$ cat src/rtl/fadd_issue_arbiter_if.sv
// Requester-side bundle for fadd_issue_arbiter: issue handshake plus the
// registered result pulse returned to the owning requester.
interface fadd_issue_arbiter_if #(parameter int NREQ = 2);
  logic [NREQ-1:0]       req_valid;
  logic [NREQ-1:0][31:0] req_a;
  logic [NREQ-1:0][31:0] req_b;
  logic [NREQ-1:0]       req_op;
  logic [NREQ-1:0]       req_ready;
  logic [NREQ-1:0]       resp_valid;
  logic [31:0]           resp_data;

  modport master (output req_valid, req_a, req_b, req_op,
                  input  req_ready, resp_valid, resp_data);
  modport slave  (input  req_valid, req_a, req_b, req_op,
                  output req_ready, resp_valid, resp_data);
endinterface

$ cat src/rtl/fadd_issue_arbiter.sv
// Round-robin issue arbiter for one shared fixed-latency FP adder, with a tag
// pipeline that routes each result back to its owner and per-requester credits.

module fadd_issue_credit #(
  parameter int MAX_OUT = 4,
  parameter int CW      = $clog2(MAX_OUT + 1)
) (
  input  logic clk,
  input  logic rst,
  input  logic valid,
  input  logic issue,
  input  logic retire,
  output logic elig
);
  logic [CW-1:0] cnt;

  // Compared before the edge, so a retire frees the credit for the next cycle.
  assign elig = valid && (cnt < CW'(MAX_OUT));

  always_ff @(posedge clk or posedge rst) begin
    if (rst)                  cnt <= '0;
    else if (issue && !retire) cnt <= cnt + CW'(1);
    else if (retire && !issue) cnt <= cnt - CW'(1);
  end
endmodule

module fadd_issue_arbiter #(
  parameter int NREQ    = 2,
  parameter int LAT     = 4,
  parameter int MAX_OUT = 4
) (
  input  logic                 clk,
  input  logic                 rst,
  fadd_issue_arbiter_if.slave  rq,
  output logic [31:0]          fadd_a,
  output logic [31:0]          fadd_b,
  output logic                 fadd_op,
  input  logic [31:0]          fadd_result,
  output logic                 busy
);
  localparam int IW = $clog2(NREQ);
  localparam int CW = $clog2(MAX_OUT + 1);

  typedef struct packed {
    logic [NREQ-1:0] valid;
    logic [31:0]     data;
  } resp_t;

  logic [IW-1:0]           ptr;
  logic [NREQ-1:0]         elig;
  logic [NREQ-1:0]         gnt;
  logic                    gnt_any;
  logic [IW-1:0]           gnt_id;
  logic [LAT-1:0]          vld_pipe;
  logic [LAT-1:0][IW-1:0]  id_pipe;
  logic                    retire;
  logic [IW-1:0]           ret_id;
  logic [NREQ-1:0]         ret_vec;
  resp_t                   resp_q;

  assign retire  = vld_pipe[LAT-1];
  assign ret_id  = id_pipe[LAT-1];
  assign ret_vec = retire ? (NREQ'(1) << ret_id) : '0;

  for (genvar g = 0; g < NREQ; g++) begin : g_lane
    fadd_issue_credit #(.MAX_OUT(MAX_OUT), .CW(CW)) u_cred (
      .clk    (clk),
      .rst    (rst),
      .valid  (rq.req_valid[g]),
      .issue  (gnt[g]),
      .retire (ret_vec[g]),
      .elig   (elig[g])
    );
  end

  // Search starts one past the last winner; skipped requesters keep their turn.
  always_comb begin
    gnt     = '0;
    gnt_any = 1'b0;
    gnt_id  = '0;
    for (int k = 1; k <= NREQ; k++) begin
      if (!gnt_any && elig[IW'((int'(ptr) + k) % NREQ)]) begin
        gnt_id  = IW'((int'(ptr) + k) % NREQ);
        gnt_any = 1'b1;
      end
    end
    if (gnt_any) gnt[gnt_id] = 1'b1;
  end

  assign rq.req_ready = gnt;
  assign fadd_a       = gnt_any ? rq.req_a[gnt_id]  : '0;
  assign fadd_b       = gnt_any ? rq.req_b[gnt_id]  : '0;
  assign fadd_op      = gnt_any ? rq.req_op[gnt_id] : 1'b0;

  always_ff @(posedge clk or posedge rst) begin
    if (rst)          ptr <= IW'(NREQ - 1);
    else if (gnt_any) ptr <= gnt_id;
  end

  // Tag travels beside the adder pipeline; stage LAT-1 lines up with fadd_result.
  always_ff @(posedge clk or posedge rst) begin
    if (rst) begin
      vld_pipe <= '0;
      id_pipe  <= '0;
    end else begin
      vld_pipe[0] <= gnt_any;
      id_pipe[0]  <= gnt_id;
      for (int s = 1; s < LAT; s++) begin
        vld_pipe[s] <= vld_pipe[s-1];
        id_pipe[s]  <= id_pipe[s-1];
      end
    end
  end

  always_ff @(posedge clk or posedge rst) begin
    if (rst) begin
      resp_q <= '0;
    end else if (retire) begin
      resp_q.valid <= ret_vec;
      resp_q.data  <= fadd_result;
    end else begin
      resp_q.valid <= '0;
    end
  end

  assign rq.resp_valid = resp_q.valid;
  assign rq.resp_data  = resp_q.data;
  assign busy          = (|vld_pipe) | (|resp_q.valid);
endmodule
$ cat src/flat_wrapper.sv
// flat-port wrapper written by rule: the top's interface ports become plain ports
module fadd_issue_arbiter_flat 
#(
  parameter int NREQ    = 2,
  parameter int LAT     = 4,
  parameter int MAX_OUT = 4
)
  (clk, rst, fadd_a, fadd_b, fadd_op, fadd_result, busy, rq_req_valid, rq_req_a, rq_req_b, rq_req_op, rq_req_ready, rq_resp_valid, rq_resp_data);
  fadd_issue_arbiter_if #(.NREQ(NREQ)) rq_i ();
  input  logic clk;
  input  logic rst;
  output logic [31:0] fadd_a;
  output logic [31:0] fadd_b;
  output logic fadd_op;
  input  logic [31:0] fadd_result;
  output logic busy;
  input wire logic [$bits(rq_i.req_valid)-1:0] rq_req_valid;
  input wire logic [$bits(rq_i.req_a)-1:0] rq_req_a;
  input wire logic [$bits(rq_i.req_b)-1:0] rq_req_b;
  input wire logic [$bits(rq_i.req_op)-1:0] rq_req_op;
  output wire logic [$bits(rq_i.req_ready)-1:0] rq_req_ready;
  output wire logic [$bits(rq_i.resp_valid)-1:0] rq_resp_valid;
  output wire logic [$bits(rq_i.resp_data)-1:0] rq_resp_data;
  assign rq_i.req_valid = rq_req_valid;
  assign rq_i.req_a = rq_req_a;
  assign rq_i.req_b = rq_req_b;
  assign rq_i.req_op = rq_req_op;
  assign rq_req_ready = rq_i.req_ready;
  assign rq_resp_valid = rq_i.resp_valid;
  assign rq_resp_data = rq_i.resp_data;
  fadd_issue_arbiter #(.NREQ(NREQ), .LAT(LAT), .MAX_OUT(MAX_OUT)) u_core (.clk(clk), .rst(rst), .rq(rq_i), .fadd_a(fadd_a), .fadd_b(fadd_b), .fadd_op(fadd_op), .fadd_result(fadd_result), .busy(busy));
endmodule
$ cat config.mk
export PLATFORM = sky130hd
export DESIGN_NAME = fadd_issue_arbiter_flat
export DESIGN_NICKNAME = d
export VERILOG_FILES = /design/src/rtl/fadd_issue_arbiter_if.sv /design/src/rtl/fadd_issue_arbiter.sv /design/src/flat_wrapper.sv
export SDC_FILE = /design/constraint.sdc
export NUM_CORES = 1
export LEC_CHECK = 0
export BUFFER_PORTS_ARGS = -buffer_cell sky130_fd_sc_hd__buf_4
export CORE_AREA = 4 4 101 103
export DETAILED_ROUTE_END_ITERATION = 7
export DIE_AREA = 0 0 105 107
export PLACE_DENSITY = 0.69
export RECOVER_POWER = 100
export SYNTH_ARGS = -nofsm -noshare
export SYNTH_HDL_FRONTEND = slang
export SYNTH_SLANG_ARGS = --single-unit
$ cat constraint.sdc
create_clock -name clk -period 2.35 [get_ports clk]
set_input_delay 0.235 -clock clk [delete_from_list [all_inputs] [get_ports clk]]
set_output_delay 0.235 -clock clk [all_outputs]
set_load 0.02 [all_outputs]
Yosys cells after proc, flatten, opt, wreduce, memory -nomap -nowiden
Index checks and enable logic that the tools add are counted.
Word-level totals
  word-level logic and storage cells: 55
  bits in registers: 46
  output and inout port bits: 102
Operators by class
  shift operators: 1
  multiplexer cells: 24
  reductions and logical operators: 11
  add/sub/neg operators: 4
  magnitude comparators: 5
  bitwise operators: 1
Operators by type and width (count)
  two-way mux 32 bit: 6
  two-way mux 1 bit: 12
  < comparator 1 x 3 -> 1 bit (second input constant): 2
  two-way mux 2 bit: 3
  two-way mux 3 bit: 2
  logical AND 1 bit: 5
  OR reduction 4 bit: 1
  adder 3 x 1 -> 3 bit (second input constant): 1
  zero test 1 bit: 3
  < comparator 3 bit (second input constant): 1
  subtractor 3 x 1 -> 3 bit (second input constant): 1
  adder 1 bit (second input constant): 2
  < comparator 1 x 2 -> 1 bit (second input constant): 1
  nonzero test 2 bit: 1
  OR reduction 2 bit: 1
  << shifter 1 x 1 -> 2 bit (first input constant): 1
  demux 1 bit (select 1 bit): 1
  greater-or-equal comparator 1 bit (second input constant): 1
  bitwise OR 1 bit: 1

Depth between registers and ports, before layout
Gate-level depths: netlist of run 1.
  depth in word-level cells: 17
  depth in mapped cells: 11

By module
A second synthesis of run 1 with hierarchy kept.
Second synthesis, totals
  cell total of the unflattened synthesis: 248
  area total of the unflattened synthesis: 2849.0 µm²
Modules (own cells, without submodules)
  fadd_issue_arbiter: area an instance 2682.6 µm², times used 1, cells each 234, seq. area each 1077.3 µm²
  fadd_issue_credit: area an instance 166.4 µm², times used 1, cells each 14, seq. area each 75.1 µm²

Least setup slack after synthesis of run 1
Ideal clock, no wire load.
  kind: register -> register
  start point: register u_core.ptr
  end point: register u_core.g_lane[0].u_cred.cnt[2]
  stages on the path, launching flop included: 11
  required time: 2.271 ns
  path slack: 0.250 ns
  period minus slack after synthesis: 2.100 ns
  arrival: 2.021 ns
  buffers on the path: 3
  cells stage by stage: dfstp_2 -> buf_4 -> buf_8 -> buf_6 -> and2_1 -> ha_1 -> inv_1 -> fa_1 -> xor2_1 -> nor2_1 -> xor2_1
On the way
  longest elaborated chain between the ends: 11
  elaborated cells on any way between the ends: 15
  classes of those cells: add/sub (2); order compare (2); mux (6); reduce/logical (5)
Ends and longest elaborated chain
  start, declared: line fadd_issue_arbiter.sv:49  | logic [IW-1:0] ptr;
  start signal, assigned: line fadd_issue_arbiter.sv:96  | if (rst) ptr <= IW'(NREQ - 1);
  start signal, assigned: line fadd_issue_arbiter.sv:97  | else if (gnt_any) ptr <= gnt_id;
  adder 1 bit: line fadd_issue_arbiter.sv:83  | gnt_id = IW'((int'(ptr) + k) % NREQ);
  two-way mux 1 bit: line fadd_issue_arbiter.sv:82  | if (!gnt_any && elig[IW'((int'(ptr) + k) % NREQ)]) begin
  two-way mux 1 bit *: line fadd_issue_arbiter.sv:82
  < comparator 1 x 2 -> 1 bit (not written as such) or greater-or-equal comparator 1 bit (tied branches): line fadd_issue_arbiter.sv:87  | if (gnt_any) gnt[gnt_id] = 1'b1;
  logical AND 1 bit (not written as such): line fadd_issue_arbiter.sv:87
  two-way mux 1 bit (not written as such): line fadd_issue_arbiter.sv:87
  demux 1 bit (select 1 bit) *
  two-way mux 2 bit *: line fadd_issue_arbiter.sv:87
  net u_core.g_lane[0].u_cred.issue: line fadd_issue_arbiter.sv:11  | input logic issue,
  zero test 1 bit: line fadd_issue_arbiter.sv:23  | else if (retire && !issue) cnt <= cnt - CW'(1);
  logical AND 1 bit: line fadd_issue_arbiter.sv:23
  nonzero test 2 bit (no line)
  end signal, assigned: line fadd_issue_arbiter.sv:22  | else if (issue && !retire) cnt <= cnt + CW'(1);
  end signal, assigned: line fadd_issue_arbiter.sv:23
  end, declared: line fadd_issue_arbiter.sv:15  | logic [CW-1:0] cnt;
The timed path passes the listed nets; every way through them passes the cells marked *.
A chain may end at the register's enable or synchronous reset.

Worst setup path after layout of run 1
  start point: register u_core.ptr
  end point: output port fadd_b[0]
On the way
  longest elaborated chain between the ends: 6
  elaborated cells on any way between the ends: 7
  classes of those cells: add/sub (2); mux (5)
Ends and longest elaborated chain
  adder 1 bit: line fadd_issue_arbiter.sv:83
  two-way mux 1 bit: line fadd_issue_arbiter.sv:82
  two-way mux 1 bit *: line fadd_issue_arbiter.sv:82
  two-way mux 32 bit (not written as such) * (2 in a row): line fadd_issue_arbiter.sv:92  | assign fadd_b = gnt_any ? rq.req_b[gnt_id] : '0;
  two-way mux 32 bit *: line fadd_issue_arbiter.sv:92
  end, declared: line flat_wrapper.sv:13  | output logic [31:0] fadd_b;
Mark *: on every way between the ends. The rest lies on a longest branch, timed or not. The select of a mux whose other input is x is not followed.

==> flow_summary.json, run 1 <==
{
  "synth_compound_area_frac": 0,
  "layout_setup_ws_ps": 133,
  "met3_length_um": 1500,
  "cp_max_fo": 68,
  "ff2ff_setup_slack_ps": 430,
  "period_share": 0.943,
  "clk_latency_ps": 280,
  "cts_made_buffers": 5,
  "grt_usage": 0.182,
  "drtIter0Drc": 166,
  "preCtsSetupSlack_ps": 468,
  "synth-xor-area-share": 0.0129,
  "coreArea_mm2": 0.00920,
  "finalWirelength_um": 10900,
  "wl_met1_um": 3890,
  "seq_area_frac_synth": 0.423,
  "crit_family": "flip-flops",
  "cp-end-kind": "output port",
  "ys_seq_elements": 46,
  "worstHoldStart": "fadd_result[4]",
  "vias": 2800,
  "grt_pass1_wl_um": 15800,
  "synthSimpleGateAreaFrac": 0.108,
  "dieArea_mm2": 0.0112,
  "worst_slew_pin_slew_ps": 1650,
  "crit_required_ps": 2120,
  "die_height_um": 107,
  "clock.fmax_mhz": 451,
  "layout_commonest_cell": "buf_4",
  "root_buffer": "clkbuf_8",
  "cts_tree": "yes",
  "wl_met2_um": 5340,
  "crit_type": "reg2out",
  "rr_startpoint": "u_core.g_lane[0].u_cred.cnt[2]$_DFFE_PP0P_",
  "crit_buf_inv": 2,
  "cp-start-kind": "flip-flop",
  "start_util": 0.296,
  "die_w_um": 105,
  "finClkSkew_ps": 3.77,
  "crit_slowest_cell": "dfstp_4",
  "synth_cell_types": 18,
  "setup_violations": 0,
  "highest_layer": "met5",
  "drc_errors": 0,
  "maxCapViolCount": 1,
  "irDropWorstVdd_mv": 0.193,
  "wl_per_cell_um": 17.7,
  "rsz0062_at_grt": "false",
  "slew_viol_final": 47,
  "port_buffers": 266,
  "ctsResizeCount": 0,
  "cts-hold-fix-buffers": 0,
  "hp-class": "in2reg",
  "antenna_found_initial": 1,
  "path_clk_slew_ps": 80,
  "nets": 673,
  "antenna_cells": 0,
  "failed_checks": "max-capacitance violations, max-slew violations",
  "syn_inst": 251,
  "rows": 35,
  "mostFrequentLayoutCells": "165 x buf_4, 89 x clkbuf_1, 69 x nor2_1",
  "yosysWarningCount": 0,
  "status": "complete, but fails checks",
  "syn_area_per_cell_um2": 10.8,
  "holdPathEnd": "u_core.rq.resp_data[4]$_DFFE_PP0P_",
  "cp_slowest_stage_delay_ps": 630,
  "period_minus_slack_ps": 2220,
  "first_global_vias": 2938,
  "layout-drive-gt1-share": 0.441,
  "fill_cells": 946,
  "crit_chain": "buf_12, mux2i_1, nor2_1, clkbuf_2",
  "clock-sinks": 46,
  "synthMuxAreaShare": 0.376,
  "dp_hpwl_um": 9300,
  "synth_top_family_by_area": "multiplexers",
  "cts_setup_buffers": 0,
  "synthesis.nets": 419,
  "setup_tns_ps": 0,
  "critPathArrivalTime_ps": 1980,
  "r2r_cells": 9,
  "synthesis.area_mm2": 0.00272,
  "num_io_pins": 268,
  "syn2layout_area_growth_pct": 64.1,
  "dr.pass1.iters": 4,
  "fin_util": 0.486,
  "vias_per_cell": 4.54,
  "clk_path_buf_depth": 2,
  "htreeDepth": 2,
  "p_leak_nw": 2.31,
  "max-slew-margin-rel": -0.102,
  "synth_fa_ha_area_frac": 0.0120,
  "r2r_end": "u_core.g_lane[0].u_cred.cnt[2]$_DFFE_PP0P_",
  "gp_congestion": 0.879,
  "finalHoldViolCount": 0,
  "grt_max_degree": 69,
  "power.density_mw_per_mm2": 398,
  "postRouteAntennaNets": 0,
  "hold_depth": 2,
  "gr-total-overflow": 0
}
## Yosys cell counts
| cell type | n | area (um^2) |
|---|---|---|
| nor2_1 | 69 | 259 |
| mux2i_1 | 65 | 651 |
| dfrtp_1 | 45 | 1130 |
| mux2_2 | 33 | 372 |
| buf_4 | 10 | 75.1 |
| buf_2 | 7 | 35.0 |
| buf_6 | 4 | 45.0 |
| inv_1 | 4 | 15.0 |
| and2_1 | 2 | 12.5 |
| nand2b_1 | 2 | 12.5 |
| xnor2_1 | 2 | 17.5 |
| xor2_1 | 2 | 17.5 |
| buf_8 | 1 | 15.0 |
| dfstp_2 | 1 | 26.3 |
| fa_1 | 1 | 20.0 |
| ha_1 | 1 | 12.5 |
| nand2_1 | 1 | 3.75 |
| nor4_1 | 1 | 6.26 |
## registers in the layout, indices dropped and copies added, names as in the netlist
| signal | cells |
|---|---|
| u_core.rq.resp_data | 32 |
| u_core.g_lane.u_cred.cnt | 3 |
| u_core.ptr | 1 |
| u_core.ret_id | 1 |
| u_core.id_pipe | 3 |
| u_core.rq.resp_valid | 2 |
| u_core.vld_pipe | 4 |
## stage by stage
stage / hold slack (ps) / power (mW) / cell area [um^2] / instances
2_1_floorplan: 331 / 1.03 / 2720 / 251
3_3_place_gp: 335 / 1.30 / 4730 / 609
3_5_place_dp: 336 / 1.31 / 4730 / 609
4_1_cts: 162 / 1.83 / 4830 / 617
5_1_grt: 162 / 1.88 / 4470 / 617
6_report: 175 / 1.78 / 4470 / 617
## where the power goes
part           switching, mW  internal (mW)  leakage [nW]
combinational          0.168          0.258          1.67
clock                  0.245          0.269        0.0544
sequential            0.0151          0.822         0.591
## final cells by class
type | instances | area (um^2) | area share
Sequential cell | 46 | 1160 | 0.259
Tap cell | 111 | 139 | 0.0311
Clock inverter | 1 | 8.76 | 0.00196
Clock buffer | 7 | 96.3 | 0.0216
Multi-Input combinational cell | 179 | 1390 | 0.310
Inverter | 4 | 15.0 | 0.00336
Timing Repair Buffer | 269 | 1670 | 0.373
## worst max-delay path by stage
stage                                            endpoint                    from  cells past startpoint
2_1_floorplan  u_core.g_lane[0].u_cred.cnt[2]$_DFFE_PP0P_  u_core.ptr$_DFFE_PP1N_                     10
3_3_place_gp                                    fadd_b[0]  u_core.ptr$_DFFE_PP1N_                      4
3_5_place_dp                                    fadd_b[0]  u_core.ptr$_DFFE_PP1N_                      4
4_1_cts                                         fadd_b[0]  u_core.ptr$_DFFE_PP1N_                      4
5_1_grt                                         fadd_b[1]  u_core.ptr$_DFFE_PP1N_                      4
6_report                                        fadd_b[0]  u_core.ptr$_DFFE_PP1N_                      4
## kinds of logic (layout without fill, tap and decap cells)
logic type	count (synthesis)	count (layout)
muxes	98	98
and+or+nand+nor	75	75
DFF	46	46
buffers and inverters	26	281
xor gates and xnor gates	4	4
adders and majority gates	2	2
## layer usage
| metal | GRT usage | up-vias |
|---|---|---|
| li1 | - | 1348 |
| met1 | 0.200 | 1286 |
| met2 | 0.295 | 150 |
| met3 | 0.114 | 14 |
| met4 | 0.0422 | 2 |
| met5 | 0 | - |
Power figures use the tool's default switching activity.
==> inputs of run 2 (changes only) <==
==> constraint.sdc (replaced) <==
create_clock -name clk -period 2.35 [get_ports clk]
set_input_delay 0.3525 -clock clk [delete_from_list [all_inputs] [get_ports clk]]
set_output_delay 0.3525 -clock clk [all_outputs]
set_load 0.02 [all_outputs]
==> run 2 against run 1 <==
  * The flow still finishes with violations (max-capacitance violations, max-slew violations)
  * Via count down 0.54%
  * Count of clock-buffer cells in the layout down 2
  * Fmax down 0.25%
  * Wire length up 1.8%
  * Clock skew about the same
  * Clock power up 14%
  * Flip-flop and latch count unchanged
  * Setup slack worse by 5.5 ps
  * Non-clock buffer count up 3
  * Critical endpoint is now fadd_b[12]
  * Largest cell class unchanged
  * Largest power group unchanged
==> flow_summary.json, run 2 (synthesis results as in run 1) <==
{
  "cp_max_fo": 23,
  "clk_latency_ps": 290,
  "layout-drive-gt1-share": 0.456,
  "critPathCapture": "fadd_b[12]",
  "p_comb_frac": 0.234,
  "p_leak_nw": 2.37,
  "num_io_pins": 268,
  "grt_pass1_wl_um": 15900,
  "r2r_cells": 7,
  "vias_per_cell": 4.49,
  "first_global_vias": 2896,
  "die_w_um": 105,
  "nets": 676,
  "ff2ff_setup_slack_ps": 360,
  "antenna_found_initial": 0,
  "place_inst": 611,
  "p_clk_frac": 0.315,
  "p_total_mw": 1.86,
  "p_sw_frac": 0.243,
  "cp-end-kind": "output port",
  "fin_cells": 620,
  "preCtsSetupSlack_ps": 350,
  "grt_max_degree": 69,
  "irDropWorstVdd_mv": 0.215,
  "drtIter0Drc": 128,
  "pwr-share-seq": 0.452,
  "mostFrequentLayoutCells": "171 x buf_4, 83 x clkbuf_1, 69 x nor2_1",
  "status": "complete, but fails checks",
  "crit_required_ps": 2000,
  "largest_reg_flops": 32,
  "dp_hpwl_um": 9290,
  "cts_tree": "yes",
  "coreArea_mm2": 0.00920,
  "layout_commonest_cell": "buf_4",
  "gr-total-overflow": 0,
  "internal-power_mw": 1.41,
  "slew_viol_final": 47,
  "finalWirelength_um": 11100,
  "path_clk_slew_ps": 90,
  "syn2layout_area_growth_pct": 66.8,
  "max-slew-margin-rel": -0.132,
  "fin_util": 0.494,
  "wl_per_cell_um": 18.0,
  "start_util": 0.296,
  "cp-start-kind": "flip-flop",
  "cts_made_buffers": 5,
  "postRouteAntennaNets": 0,
  "fin_area_mm2": 0.00454,
  "setup_violations": 0,
  "dr.pass1.iters": 4,
  "finalHoldViolCount": 0,
  "cts-hold-fix-buffers": 0,
  "postPlaceCellArea_mm2": 0.00474,
  "power.density_mw_per_mm2": 409,
  "rr_startpoint": "u_core.ptr$_DFFE_PP1N_",
  "whs_ps": 288,
  "failed_checks": "max-capacitance violations, max-slew violations",
  "p_sw_uw": 452,
  "root_buffer": "clkbuf_8",
  "grt_usage": 0.181,
  "drc_errors": 0,
  "period_share": 0.946,
  "r2r_end": "u_core.g_lane[0].u_cred.cnt[2]$_DFFE_PP0P_",
  "crit_type": "reg2out",
  "crit_start": "u_core.ptr$_DFFE_PP1N_",
  "rows": 35,
  "layout_setup_ws_ps": 127,
  "dieArea_mm2": 0.0112,
  "cts_setup_buffers": 0,
  "clk_path_buf_depth": 2,
  "finClkSkew_ps": 3.81,
  "die_height_um": 107,
  "gp_congestion": 0.867,
  "worst_slew_pin_slew_ps": 1700,
  "setup_tns_ps": 0,
  "vias": 2785,
  "maxCapViolCount": 1,
  "antenna_cells": 0,
  "port_buffers": 266,
  "clock.fmax_mhz": 450,
  "hp-class": "in2reg",
  "htreeDepth": 2,
  "period_minus_slack_ps": 2220,
  "rsz0062_at_grt": "false",
  "critPathArrivalTime_ps": 1870,
  "clock-sinks": 46
}
run 2: cell count changes in the layout (fill, tap and decap cells not counted):
cell	delta
buf_12	-1
clkbuf_2	-2
clkinv_4	-1
buf_2	+4
buf_16	+1
buf_4	+6
inv_6	+1
clkinv_2	+1
bufinv_16	+1
clkbuf_1	-6
clkbuf_16	+1
clkbuf_8	-2
run 2: worst max-delay path: stages, from the launching register on:
cell,delay (ps)
dfstp_4,690
buf_16,200
buf_4,210
mux2i_1,200
nor2_1,60
buf_2,200
run 2: final cells by class:
class,count,area [um^2]
clock inverter,3,43.8
clock buffer,5,68.8
fill,957,4660
timing repair buffer,272,1730
tap,111,139
sequential,46,1160
multi-input combinational,179,1390
inverter,4,15.0
run 2: worst min-delay path by stage:
stage                                          endpoint  cells after the start                        start
floorplan                   u_core.id_pipe[1]$_DFF_PP0_                      0  u_core.id_pipe[0]$_DFF_PP0_
global placement                u_core.ret_id$_DFF_PP0_                      0  u_core.id_pipe[2]$_DFF_PP0_
detailed placement              u_core.ret_id$_DFF_PP0_                      0  u_core.id_pipe[2]$_DFF_PP0_
CTS                        u_core.vld_pipe[0]$_DFF_PP0_                      3              rq_req_valid[0]
global route         u_core.rq.resp_data[7]$_DFFE_PP0P_                      2               fadd_result[7]
finish              u_core.rq.resp_data[24]$_DFFE_PP0P_                      2              fadd_result[24]
run 2: timing repair:
action,in CTS,in global routing
resized for setup,0,1
hold endpoints to repair,0,0
endpoints found under the setup margin,0,7
run 2: routing by layer:
| layer | global-route usage | part of all wire | wire length (um) |
|---|---|---|---|
| met2 | 0.297 | 0.49 | 5440 |
| met5 | 0 | 0 | 0 |
| met1 | 0.198 | 0.36 | 4020 |
| met4 | 0.0356 | 0.013 | 144 |
| met3 | 0.119 | 0.14 | 1530 |
run 2: power groups by stage:
stage	clock [mW]	combinational (mW)	sequential [mW]
4_1_cts	0.612	0.456	0.839
5_1_grt	0.645	0.469	0.844
3_3_place_gp	0	0.447	0.852
6_report	0.584	0.434	0.839
2_1_floorplan	0	0.143	0.887
3_5_place_dp	0	0.455	0.855
==> inputs of run 3 (changes only) <==
REMOVE_ABC_BUFFERS = 1   (was unset)
==> run 3 against run 2 <==
  * The flow now finishes without violations
  * First-iteration DRC count is 49% lower
  * Sequential power about the same
  * Fmax up 6.0%
  * Clock skew increased by 9.3 ps
  * Clock power up 18%
  * Register-to-register slack better by 50 ps
  * Via count down 0.57%
  * Wire length is 8.9% lower
  * Utilization fell by 0.27 points
  * Cell count down 0.16%
  * Critical path type unchanged
  * Largest power group unchanged
  * Highest routed layer unchanged
==> flow_summary.json, run 3 (synthesis results as in run 1) <==
{
  "drc_errors": 0,
  "layout_commonest_cell": "buf_4",
  "coreArea_mm2": 0.00920,
  "cp-end-kind": "output port",
  "period_share": 0.892,
  "vias": 2769,
  "irDropWorstVdd_mv": 0.279,
  "grt_max_degree": 69,
  "clk_path_buf_depth": 2,
  "cp_slowest_stage_delay_ps": 660,
  "layout_setup_ws_ps": 254,
  "cts-hold-fix-buffers": 0,
  "crit_chain": "buf_12, mux2i_1, nor2_1, clkbuf_1",
  "nets": 675,
  "path_clk_slew_ps": 90,
  "cts_tree": "yes",
  "place_inst": 611,
  "ff2ff_setup_slack_ps": 410,
  "whs_ps": 285,
  "max-slew-margin-rel": 0.263,
  "setup_violations": 0,
  "antenna_cells": 0,
  "crit_slowest_cell": "dfstp_4",
  "num_io_pins": 268,
  "rows": 35,
  "antenna_found_initial": 0,
  "cp_max_fo": 36,
  "htreeDepth": 2,
  "fill_cells": 951,
  "die_w_um": 105,
  "gr-total-overflow": 0,
  "slew_viol_final": 0,
  "first_global_vias": 2871,
  "critPathArrivalTime_ps": 1740,
  "grt_usage": 0.169,
  "maxCapViolCount": 0,
  "start_util": 0.296,
  "finalHoldViolCount": 0,
  "period_minus_slack_ps": 2100,
  "clk_latency_ps": 290,
  "cp-start-kind": "flip-flop",
  "p_total_mw": 1.95,
  "layout-drive-gt1-share": 0.421,
  "wl_met2_um": 5100,
  "dr.pass1.iters": 4,
  "finClkSkew_ps": 13.1,
  "ctsResizeCount": 0,
  "p_leak_nw": 2.31,
  "vias_per_cell": 4.47,
  "dieArea_mm2": 0.0112,
  "dp_hpwl_um": 8410,
  "mostFrequentLayoutCells": "166 x buf_4, 99 x clkbuf_1, 69 x nor2_1",
  "postRouteAntennaNets": 0,
  "largest_reg_flops": 32,
  "crit_type": "reg2out",
  "drtIter0Drc": 65,
  "wl_per_cell_um": 16.4,
  "root_buffer": "clkbuf_8",
  "port_buffers": 266,
  "die_height_um": 107,
  "clock.fmax_mhz": 477,
  "fin_cells": 619,
  "setup_tns_ps": 0,
  "clock-sinks": 46,
  "status": "complete, no violations",
  "gp_congestion": 0.844,
  "crit_required_ps": 2000,
  "cts_made_buffers": 5,
  "preCtsSetupSlack_ps": 458,
  "rsz0062_at_grt": "false",
  "worst_slew_pin_slew_ps": 1110,
  "hp-class": "in2reg",
  "syn2layout_area_growth_pct": 65.9,
  "power.density_mw_per_mm2": 432,
  "wl_met1_um": 3770,
  "grt_pass1_wl_um": 15200,
  "met3_length_um": 1130,
  "cts_setup_buffers": 0,
  "highest_layer": "met4",
  "finalWirelength_um": 10100
}
-- run 3: cell count changes in the layout (fill, tap and decap cells not counted), sizes merged --
cell,before,now
buf,176,168
bufinv,1,2
clkbuf,101,108
clkinv,1,2
inv,5,3
-- run 3: per-stage QoR --
stage	cell area (um^2)	utilization
5_1_grt	4510	0.491
2_1_floorplan	2550	-
6_report	4510	0.491
3_3_place_gp	4760	0.517
3_5_place_dp	4760	0.517
4_1_cts	4890	0.532
-- run 3: layout make-up --
cell class / instances / area [um^2] / area share
inverters: 4 / 15.0 / 0.00333
multi-input cells: 179 / 1390 / 0.307
repair buffers: 271 / 1680 / 0.372
flip-flops and latches: 46 / 1160 / 0.256
well taps: 111 / 139 / 0.0308
clock inverters: 3 / 68.8 / 0.0152
clock buffers: 5 / 68.8 / 0.0152
-- run 3: path summary, 6_finish.rpt --
check                                             from                                    endpoint  depth (start not counted)
setup / recovery                u_core.ptr$_DFFE_PP1N_                                   fadd_b[1]                          4
setup reg to reg                u_core.ptr$_DFFE_PP1N_  u_core.g_lane[0].u_cred.cnt[2]$_DFFE_PP0P_                          7
min in group asynchronous                          rst         u_core.rq.resp_data[17]$_DFFE_PP0P_                          3
hold / removal                         fadd_result[21]         u_core.rq.resp_data[21]$_DFFE_PP0P_                          2
hold reg to reg            u_core.id_pipe[0]$_DFF_PP0_                 u_core.id_pipe[1]$_DFF_PP0_                          0
max in group asynchronous                          rst          u_core.rq.resp_data[4]$_DFFE_PP0P_                          3
-- run 3: report_power, final --
part | leakage (nW) | internal [mW] | switching, mW | total (mW)
Clock | 0.0683 | 0.426 | 0.266 | 0.692
Sequential | 0.591 | 0.822 | 0.0164 | 0.838
Combinational | 1.65 | 0.261 | 0.161 | 0.422
Total | 2.31 | 1.51 | 0.443 | 1.95
-- run 3: per-layer routing --
metal / GRT usage / up-vias
met5: 0 / -
met4: 0.0440 / 0
met3: 0.0728 / 8
met2: 0.295 / 155
met1: 0.189 / 1258
li1: - / 1348
-- run 3: worst max-delay path: cells and delay by family, from the launching register on --
family | cells | cell delay, ps
buffers and inverters | 2 | 470
AND/OR/NAND/NOR | 1 | 70
flip-flops | 1 | 660
multiplexers | 1 | 260
